## src/rtl/change_dispenser_if.sv

```systemverilog
// -----------------------------------------------------------------------------
// change_dispenser_if
// Bundles the vending-FSM, hopper, refill and status signals of the change
// dispenser so that one port carries the whole bus.
//   master : the environment (vending FSM, hopper, service panel) that drives
//            the request/refill/clear inputs and observes status
//   slave  : the dispenser itself
// Signals (widths in bits):
//   charge_ind(1)  coin_sum(6, Q1)  eject_ack(1)  refill(1)  refill_type(2)
//   refill_cnt(4)  clear(1)  eject_req(1)  eject_type(2)  busy(1)  done(1)
//   fault(1)  remain(6, Q1)  tube_0p5/tube_1/tube_5(4 each)
// Coin encoding: 01 = 0.5 yuan, 11 = 1 yuan, 10 = 5 yuan, 00 = none.
// -----------------------------------------------------------------------------
interface change_dispenser_if;
    logic       charge_ind;
    logic [5:0] coin_sum;
    logic       eject_ack;
    logic       refill;
    logic [1:0] refill_type;
    logic [3:0] refill_cnt;
    logic       clear;
    logic       eject_req;
    logic [1:0] eject_type;
    logic       busy;
    logic       done;
    logic       fault;
    logic [5:0] remain;
    logic [3:0] tube_0p5;
    logic [3:0] tube_1;
    logic [3:0] tube_5;

    modport master (
        output charge_ind, coin_sum, eject_ack, refill, refill_type, refill_cnt, clear,
        input  eject_req, eject_type, busy, done, fault, remain, tube_0p5, tube_1, tube_5
    );

    modport slave (
        input  charge_ind, coin_sum, eject_ack, refill, refill_type, refill_cnt, clear,
        output eject_req, eject_type, busy, done, fault, remain, tube_0p5, tube_1, tube_5
    );
endinterface

```

## src/rtl/change_dispenser.sv

```systemverilog
// -----------------------------------------------------------------------------
// change_dispenser
// Pays out a change amount (in half-yuan units) one coin at a time from three
// tubes (5, 1 and 0.5 yuan), largest coin first, through a request/acknowledge
// handshake with the hopper. Tracks tube inventory, accepts refills while not
// paying out, and enters FAULT on an empty-tube dead end or a hopper timeout.
// Ports:
//   clk    : single clock, rising edge
//   rst_n  : asynchronous active-low reset
//   io_bus : change_dispenser_if.slave (see the interface file for signals)
// Parameters:
//   TUBE_INIT   : coins loaded into each tube at reset
//   ACK_TIMEOUT : EJECT cycles allowed without eject_ack before FAULT
// -----------------------------------------------------------------------------
module change_dispenser #(
    parameter int TUBE_INIT   = 10,
    parameter int ACK_TIMEOUT = 200
) (
    input  logic               clk,
    input  logic               rst_n,
    change_dispenser_if.slave  io_bus
);

    // The timer only ever holds 0 .. ACK_TIMEOUT-1.
    localparam int TW = (ACK_TIMEOUT > 1) ? $clog2(ACK_TIMEOUT) : 1;

    typedef enum logic [2:0] {
        S_IDLE,
        S_SELECT,
        S_EJECT,
        S_GAP,
        S_DONE,
        S_FAULT
    } state_t;

    typedef enum logic [1:0] {
        COIN_NONE = 2'b00,
        COIN_0P5  = 2'b01,
        COIN_5    = 2'b10,
        COIN_1    = 2'b11
    } coin_t;

    state_t          r_state,      w_state_next;
    coin_t           r_sel,        w_sel_next;
    logic [5:0]      r_remain,     w_remain_next;
    logic [TW-1:0]   r_timer,      w_timer_next;
    logic [3:0]      r_tube_0p5,   w_tube_0p5_next;
    logic [3:0]      r_tube_1,     w_tube_1_next;
    logic [3:0]      r_tube_5,     w_tube_5_next;
    logic            r_charge_prev;

    logic            w_charge_rise;
    logic            w_refill_ok;

    // Value of a coin in half-yuan units.
    function automatic logic [5:0] coin_value(input coin_t c);
        case (c)
            COIN_5:   return 6'd10;
            COIN_1:   return 6'd2;
            COIN_0P5: return 6'd1;
            default:  return 6'd0;
        endcase
    endfunction

    // Tube capacity is 15; refills clip rather than wrap.
    function automatic logic [3:0] sat_add(input logic [3:0] a, input logic [3:0] b);
        logic [4:0] s;
        s = {1'b0, a} + {1'b0, b};
        return s[4] ? 4'd15 : s[3:0];
    endfunction

    assign w_charge_rise = io_bus.charge_ind && !r_charge_prev;
    // Refills are only safe while no coin selection is in flight.
    assign w_refill_ok   = io_bus.refill && ((r_state == S_IDLE) || (r_state == S_FAULT));

    always_comb begin
        // NOTE: every signal written here gets a default first so no path leaves it unassigned (which would infer a latch).
        w_state_next    = r_state;
        w_sel_next      = r_sel;
        w_remain_next   = r_remain;
        w_timer_next    = r_timer;
        w_tube_0p5_next = r_tube_0p5;
        w_tube_1_next   = r_tube_1;
        w_tube_5_next   = r_tube_5;

        case (r_state)
            S_IDLE: begin
                if (w_charge_rise) begin
                    w_remain_next = io_bus.coin_sum;
                    w_state_next  = S_SELECT;
                end
            end

            S_SELECT: begin
                w_timer_next = '0;
                // Each branch guarantees remain >= the chosen coin value, so
                // the later subtraction cannot underflow.
                if (r_remain == 6'd0) begin
                    w_state_next = S_DONE;
                end else if (r_remain >= 6'd10 && r_tube_5 != 4'd0) begin
                    w_sel_next   = COIN_5;
                    w_state_next = S_EJECT;
                end else if (r_remain >= 6'd2 && r_tube_1 != 4'd0) begin
                    w_sel_next   = COIN_1;
                    w_state_next = S_EJECT;
                end else if (r_tube_0p5 != 4'd0) begin
                    w_sel_next   = COIN_0P5;
                    w_state_next = S_EJECT;
                end else begin
                    w_state_next = S_FAULT;
                end
            end

            S_EJECT: begin
                // An ack on the last allowed cycle still counts as delivered.
                if (io_bus.eject_ack) begin
                    w_remain_next = r_remain - coin_value(r_sel);
                    case (r_sel)
                        COIN_5:   w_tube_5_next   = r_tube_5   - 4'd1;
                        COIN_1:   w_tube_1_next   = r_tube_1   - 4'd1;
                        COIN_0P5: w_tube_0p5_next = r_tube_0p5 - 4'd1;
                        default:  ;
                    endcase
                    w_state_next = S_GAP;
                end else if (r_timer == TW'(ACK_TIMEOUT - 1)) begin
                    w_state_next = S_FAULT;
                end else begin
                    w_timer_next = r_timer + 1'b1;
                end
            end

            S_GAP: begin
                // Wait for the hopper to release ack so one ack never counts twice.
                if (!io_bus.eject_ack) begin
                    w_state_next = S_SELECT;
                end
            end

            S_DONE: begin
                w_state_next = S_IDLE;
            end

            S_FAULT: begin
                if (io_bus.clear) begin
                    w_remain_next = 6'd0;
                    w_state_next  = S_IDLE;
                end
            end

            default: begin
                w_state_next = S_IDLE;
            end
        endcase

        // Only IDLE/FAULT reach here with a refill, and neither touches the
        // tubes above, so a refill never collides with a decrement.
        if (w_refill_ok) begin
            case (io_bus.refill_type)
                COIN_0P5: w_tube_0p5_next = sat_add(r_tube_0p5, io_bus.refill_cnt);
                COIN_1:   w_tube_1_next   = sat_add(r_tube_1,   io_bus.refill_cnt);
                COIN_5:   w_tube_5_next   = sat_add(r_tube_5,   io_bus.refill_cnt);
                default:  ;
            endcase
        end
    end

    always_ff @(posedge clk or negedge rst_n) begin
        if (!rst_n) begin
            r_state       <= S_IDLE;
            r_sel         <= COIN_NONE;
            r_remain      <= 6'd0;
            r_timer       <= '0;
            r_tube_0p5    <= 4'(TUBE_INIT);
            r_tube_1      <= 4'(TUBE_INIT);
            r_tube_5      <= 4'(TUBE_INIT);
            r_charge_prev <= 1'b0;
        end else begin
            // NOTE: non-blocking assignments so every register samples the pre-edge values of the others.
            r_state       <= w_state_next;
            r_sel         <= w_sel_next;
            r_remain      <= w_remain_next;
            r_timer       <= w_timer_next;
            r_tube_0p5    <= w_tube_0p5_next;
            r_tube_1      <= w_tube_1_next;
            r_tube_5      <= w_tube_5_next;
            r_charge_prev <= io_bus.charge_ind;
        end
    end

    // Outputs decode straight from registered state.
    assign io_bus.eject_req  = (r_state == S_EJECT);
    assign io_bus.eject_type = (r_state == S_EJECT) ? r_sel : COIN_NONE;
    assign io_bus.busy       = (r_state != S_IDLE);
    assign io_bus.done       = (r_state == S_DONE);
    assign io_bus.fault      = (r_state == S_FAULT);
    assign io_bus.remain     = r_remain;
    assign io_bus.tube_0p5   = r_tube_0p5;
    assign io_bus.tube_1     = r_tube_1;
    assign io_bus.tube_5     = r_tube_5;

endmodule

```

## src/flat_wrapper.sv

```systemverilog
// flat-port wrapper written by rule: the top's interface ports become plain ports
module change_dispenser_flat 
#(
    parameter int TUBE_INIT   = 10,
    parameter int ACK_TIMEOUT = 200
)
  (clk, rst_n, io_bus_charge_ind, io_bus_coin_sum, io_bus_eject_ack, io_bus_refill, io_bus_refill_type, io_bus_refill_cnt, io_bus_clear, io_bus_eject_req, io_bus_eject_type, io_bus_busy, io_bus_done, io_bus_fault, io_bus_remain, io_bus_tube_0p5, io_bus_tube_1, io_bus_tube_5);
  change_dispenser_if io_bus_i ();
  input  logic clk;
  input  logic rst_n;
  input wire logic [$bits(io_bus_i.charge_ind)-1:0] io_bus_charge_ind;
  input wire logic [$bits(io_bus_i.coin_sum)-1:0] io_bus_coin_sum;
  input wire logic [$bits(io_bus_i.eject_ack)-1:0] io_bus_eject_ack;
  input wire logic [$bits(io_bus_i.refill)-1:0] io_bus_refill;
  input wire logic [$bits(io_bus_i.refill_type)-1:0] io_bus_refill_type;
  input wire logic [$bits(io_bus_i.refill_cnt)-1:0] io_bus_refill_cnt;
  input wire logic [$bits(io_bus_i.clear)-1:0] io_bus_clear;
  output wire logic [$bits(io_bus_i.eject_req)-1:0] io_bus_eject_req;
  output wire logic [$bits(io_bus_i.eject_type)-1:0] io_bus_eject_type;
  output wire logic [$bits(io_bus_i.busy)-1:0] io_bus_busy;
  output wire logic [$bits(io_bus_i.done)-1:0] io_bus_done;
  output wire logic [$bits(io_bus_i.fault)-1:0] io_bus_fault;
  output wire logic [$bits(io_bus_i.remain)-1:0] io_bus_remain;
  output wire logic [$bits(io_bus_i.tube_0p5)-1:0] io_bus_tube_0p5;
  output wire logic [$bits(io_bus_i.tube_1)-1:0] io_bus_tube_1;
  output wire logic [$bits(io_bus_i.tube_5)-1:0] io_bus_tube_5;
  assign io_bus_i.charge_ind = io_bus_charge_ind;
  assign io_bus_i.coin_sum = io_bus_coin_sum;
  assign io_bus_i.eject_ack = io_bus_eject_ack;
  assign io_bus_i.refill = io_bus_refill;
  assign io_bus_i.refill_type = io_bus_refill_type;
  assign io_bus_i.refill_cnt = io_bus_refill_cnt;
  assign io_bus_i.clear = io_bus_clear;
  assign io_bus_eject_req = io_bus_i.eject_req;
  assign io_bus_eject_type = io_bus_i.eject_type;
  assign io_bus_busy = io_bus_i.busy;
  assign io_bus_done = io_bus_i.done;
  assign io_bus_fault = io_bus_i.fault;
  assign io_bus_remain = io_bus_i.remain;
  assign io_bus_tube_0p5 = io_bus_i.tube_0p5;
  assign io_bus_tube_1 = io_bus_i.tube_1;
  assign io_bus_tube_5 = io_bus_i.tube_5;
  change_dispenser #(.TUBE_INIT(TUBE_INIT), .ACK_TIMEOUT(ACK_TIMEOUT)) u_core (.clk(clk), .rst_n(rst_n), .io_bus(io_bus_i));
endmodule
```

## config.mk

```make
export PLATFORM = sky130hd
export DESIGN_NAME = change_dispenser_flat
export DESIGN_NICKNAME = d
export VERILOG_FILES = /design/src/rtl/change_dispenser_if.sv /design/src/rtl/change_dispenser.sv /design/src/flat_wrapper.sv
export SDC_FILE = /design/constraint.sdc
export NUM_CORES = 1
export LEC_CHECK = 0
export ABC_CLOCK_PERIOD_IN_PS = 2400
export CORE_UTILIZATION = 35
export CTS_CLUSTER_DIAMETER = 120
export DETAILED_ROUTE_END_ITERATION = 7
export PLACE_DENSITY = 0.68
export SLEW_MARGIN = 20
export SYNTH_ARGS = -nofsm -noshare
export SYNTH_HDL_FRONTEND = slang
export SYNTH_SLANG_ARGS = --single-unit
export TNS_END_PERCENT = 100
```

## constraint.sdc

```tcl
create_clock -name clk -period 2.4 [get_ports clk]
set_input_delay 0.48 -clock clk [delete_from_list [all_inputs] [get_ports clk]]
set_output_delay 0.48 -clock clk [all_outputs]
set_load 0.1 [all_outputs]
```

* Word-level counts from Yosys, hierarchy flattened
Index checks and enable logic that the tools add are counted.
** Storage, ports and cells
- Register bits after elaboration :: 32
- Output and inout port bits :: 24
- Logic and storage cells :: 99
** Operators by class
- Add/subtract/negate cells :: 8
- $lt $le $gt $ge :: 2
- Equal/unequal tests :: 19
- Mux-type cells :: 42
- Bitwise logic cells :: 1
- Reduce and logical (&&, ||, !) cells :: 19
** Operators with widths (number)
- $mux W4 :: 18
- $mux W6 :: 5
- $mux W3 :: 9
- $pmux W6 S3 :: 1
- $mux W8 :: 2
- $pmux W8 S2 :: 1
- $add A4 B4 Y5 :: 3
- $pmux W3 S5 :: 1
- $pmux W4 S3 :: 1
- $reduce_bool A4 Y1 :: 3
- $sub A4 B1 Y4 const B :: 3
- $ne A2 B2 Y1 const B :: 5
- $reduce_bool A3 Y1 :: 3
- $add A8 B1 Y8 const B :: 1
- $eq A2 B2 Y1 const B :: 4
- $eq A8 B8 Y1 const B :: 1
- $mux W2 :: 4
- $reduce_and A4 Y1 :: 2
- $eq A3 B2 Y1 const B :: 2
- $eq A3 B3 Y1 const B :: 2
- $ge A6 B2 Y1 const B :: 1
- $ge A6 B4 Y1 const B :: 1
- $logic_not A6 Y1 :: 1
- $reduce_and A3 Y1 :: 2
- 11 further kinds :: 15

* Depth between registers and ports, before layout
- Depth in word-level cells :: 7
- Depth in mapped cells :: 7
- Mapped depth without buffers :: 7

* Least setup slack after synthesis
Ideal clock, no wire load.
- Kind :: register to output
- Start :: register u_core.r_state[2]
- End :: output io_bus_done
- Data arrival time :: 2839 ps
- Setup slack :: -919 ps
- Stages on the path, launching flop included :: 3
- Buffers on the path :: 1
- Path through :: dfrtp_1 buf_2 nor3b_1
** Between the ends
- Word-level cells in the longest chain between the ends :: 1
** RTL lines
- from (decl) :: line change_dispenser.sv:43 : state_t r_state, w_state_next;
- from (signal assigned) :: line change_dispenser.sv:179 : r_state <= w_state_next;
- $eq A3 B3 Y1 :: line change_dispenser.sv:194 : assign io_bus.done = (r_state == S_DONE);
- to (decl) :: line flat_wrapper.sv:21 : output wire logic [$bits(io_bus_i.done)-1:0] io_bus_done;
Every way passes these cells.

* Worst setup path in the final report
- Start :: register u_core.r_state[1]
- End :: output io_bus_eject_type[0]
** Between the ends
- Word-level cells in the longest chain between the ends :: 2
** RTL lines
- $eq A3 B2 Y1 :: line change_dispenser.sv:192 : assign io_bus.eject_type = (r_state == S_EJECT) ? r_sel : COIN_NONE;
- $mux W2 :: line change_dispenser.sv:192
- to (decl) :: line flat_wrapper.sv:19 : output wire logic [$bits(io_bus_i.eject_type)-1:0] io_bus_eject_type;
Every way passes these cells.

==> metrics.txt <==
status=finished, final reports clean; Num Clock Sinks=32; wl on met1=2840 microns; RSZ-0062 raised after global routing=no; FF+latch count, synth=32; vias in the first global route=1981; min Tclk post-route=2.28 ns; Hold/Removal Path Class=flip-flop to flip-flop; CP Max Fanout=15; max_slew headroom=58.6%; post-synthesis adder-cell area fraction=13.4%; post-synth top area share=26.3%; post-route insts no fill=399; synthesis-to-finish area growth=26.7%; cell area after layout=0.00313 sq mm; top-level I/O count=42; fillers=641; routed length on met2=2680 microns; layout cells sized above 1=20.8%; CTS hold repair buffers=0; Post-Synth XOR/XNOR Area=7.44%; DRT antenna net count=0; Area after DPL=0.00304 sq mm; type of the worst setup path=flip-flop to primary output; Pre-antenna DRT Iters=4; fmax=0.438 GHz; clk slew on worst S/H paths=0.07 ns; synth top area cells=dfrtp_1, ha_1, dfstp_2, xor2_1, fa_1; Critical Path Max Stage Delay=0.63 ns; synthesized area=0.00247 sq mm; post-CTS sizing=0; Synth Area in Compound Gates=16.5%; Max Root-Sink Buffers=2; CP arrival=1.80 ns; IO buf count=41; Inserted Diodes=0; First DRT Iteration DRCs=97; Reg area=808 sq um; first-pass GRT wire length=9690 microns; Largest delay share family, worst path=flip-flops; DP Cell Count=391; vias per cell=5.15; met3 wire len=280 microns; die width=86.0 microns; final period utilization=95.1%; most numerous cell in the Yosys netlist=dfrtp_1; CP max stage cell=dfrtp_1; distinct cell type count after synthesis=61; layout net count=344; CTS tree=yes; Initial Util=36.4%; crit path buf inv count=2; Top FF cell, synth=dfrtp_1; DRC=0; chip height=86.0 microns; CTS root buf=clkbuf_8; Worst Tran Pin Value=0.611 ns; Critical Path Start Type=flip-flop; post-route setup slack=0.118 ns; post-synth top area cell=dfrtp_1; Syn Inst Count=252; clock latency on the worst-skew pair=0.29 ns; crit end category=primary output; CTS buffer count=5; max layer used=met4; Die ar.=0.00740 sq mm; GRT Util Overall=16.7%; Crit path required time=1.92 ns; Yosys warning count=0; RD Place Congestion=0.774; CP cell instances=nand2_1 > inv_1 > and2_2 > buf_12; Detailed Route WL=5870 microns; via count=2055; largest net degree at the start of global routing=33; final hold vios=0; Core ar.=0.00679 sq mm; Worst Clk Skew=0.00608 ns; Post-synth EDFFs=0; setup TNS=0 ns; post-synthesis mux area share=2.88%; largest family of logic cells by synthesized area=simple AND/OR/NAND/NOR gates; H-tree depth=2; num rows=30; Final setup viols=0; total grt overflow=0; # Max-Cap Violations=0; fraction of registers with async set/reset=100%; post-synthesis simple-gate area fraction=22.4%; Mean Syn Cell Area=9.81 sq um; combined area of the multi-input logic cells=0.00155 sq mm; drt wl/cell=14.7 microns; post-DP HPWL=4360 microns; Post-CTS Setup Bufs=0; Setup WS pre-CTS=0.125 ns; initial antenna violation count=0; Max Slew Vio Count=0; synth cell count leaders=dfrtp_1, inv_1, ha_1; Seq/Total Area, Yosys=32.7%; Mapped Nets=294
## path summary, 6_finish.rpt
| kind | from | to | slack (ns) | cells after the start |
|---|---|---|---|---|
| worst min register to register | u_core.r_timer[0]$_DFFE_PN0P_ | u_core.r_timer[0]$_DFFE_PN0P_ | 0.52 | 1 |
| worst max register to register | u_core.r_sel[0]$_DFFE_PN0P_ | u_core.io_bus.remain[5]$_DFFE_PN0P_ | 0.30 | 6 |
| min in group asynchronous | rst_n | u_core.io_bus.remain[2]$_DFFE_PN0P_ | 0.58 | 2 |
| worst min-delay path | u_core.r_timer[0]$_DFFE_PN0P_ | u_core.r_timer[0]$_DFFE_PN0P_ | 0.52 | 1 |
| worst max-delay path | u_core.r_state[1]$_DFFE_PN0P_ | io_bus_eject_type[0] | 0.12 | 4 |
| max in group asynchronous | rst_n | u_core.io_bus.tube_0p5[3]$_DFF_PN1_ | 1.47 | 2 |
## state kept, by name (all words and copies together) (netlist names)
register,cells
u_core.r_sel,2
u_core.r_charge_prev,1
u_core.io_bus.tube_0p5,4
u_core.io_bus.remain,6
u_core.io_bus.tube_1,4
u_core.io_bus.tube_5,4
u_core.r_state,3
u_core.r_timer,8
## routing by layer
metal	up-vias	GRT usage, %
met5	-	0
met4	0	6.36
met3	7	2.89
met2	47	26.1
met1	978	23.0
li1	1023	-
## area by class of cell
| type | instances | share of cell area (%) |
|---|---|---|
| multi-input combinational | 192 | 49.6 |
| sequential | 32 | 25.8 |
| timing repair buffer | 50 | 15.3 |
| tap | 96 | 3.84 |
| clock buffer | 8 | 2.88 |
| inverter | 21 | 2.52 |
## layout by cell type, fill, tap and decap left out, types with 7 or more instances in the layout
cell type	count
a21oi_1	7
a22oi_1	9
buf_4	28
clkdlybuf4s50_1	17
dfrtp_1	26
ha_1	20
inv_1	21
nand2_1	13
nand3_1	7
nor2_1	12
nor2b_1	8
nor3_1	8
xor2_1	16
## kinds of logic after synthesis
| logic type | Yosys count |
|---|---|
| flip-flops | 32 |
| AO/OA/AOI/OAI | 53 |
| XOR/XNOR | 21 |
| multiplexers | 6 |
| AND/OR/NAND/NOR | 88 |
| adder cells (fa/ha/maj) | 24 |
| buffers and inverters | 28 |
## worst register-to-register path, delay by kind of cell, from the launching register on
family,cells,cell delay [ns]
AOI/OAI and AO/OA,3,0.79
DFF,1,0.47
and+or+nand+nor,2,0.45
adders and majority gates,1,0.28
## metrics by stage
| stage | hold slack (ns) | util (%) |
|---|---|---|
| 3_3_place_gp | 0.495 | 44.8 |
| 2_1_floorplan | 0.184 | - |
| 6_report | 0.516 | 46.1 |
| 5_1_grt | 0.535 | 46.1 |
| 3_5_place_dp | 0.513 | 44.8 |
| 4_1_cts | 0.523 | 46.1 |
Power is left out: the tool's default activity adds up to more than one toggle a clock period on the data nets, which glitch-free logic cannot reach.
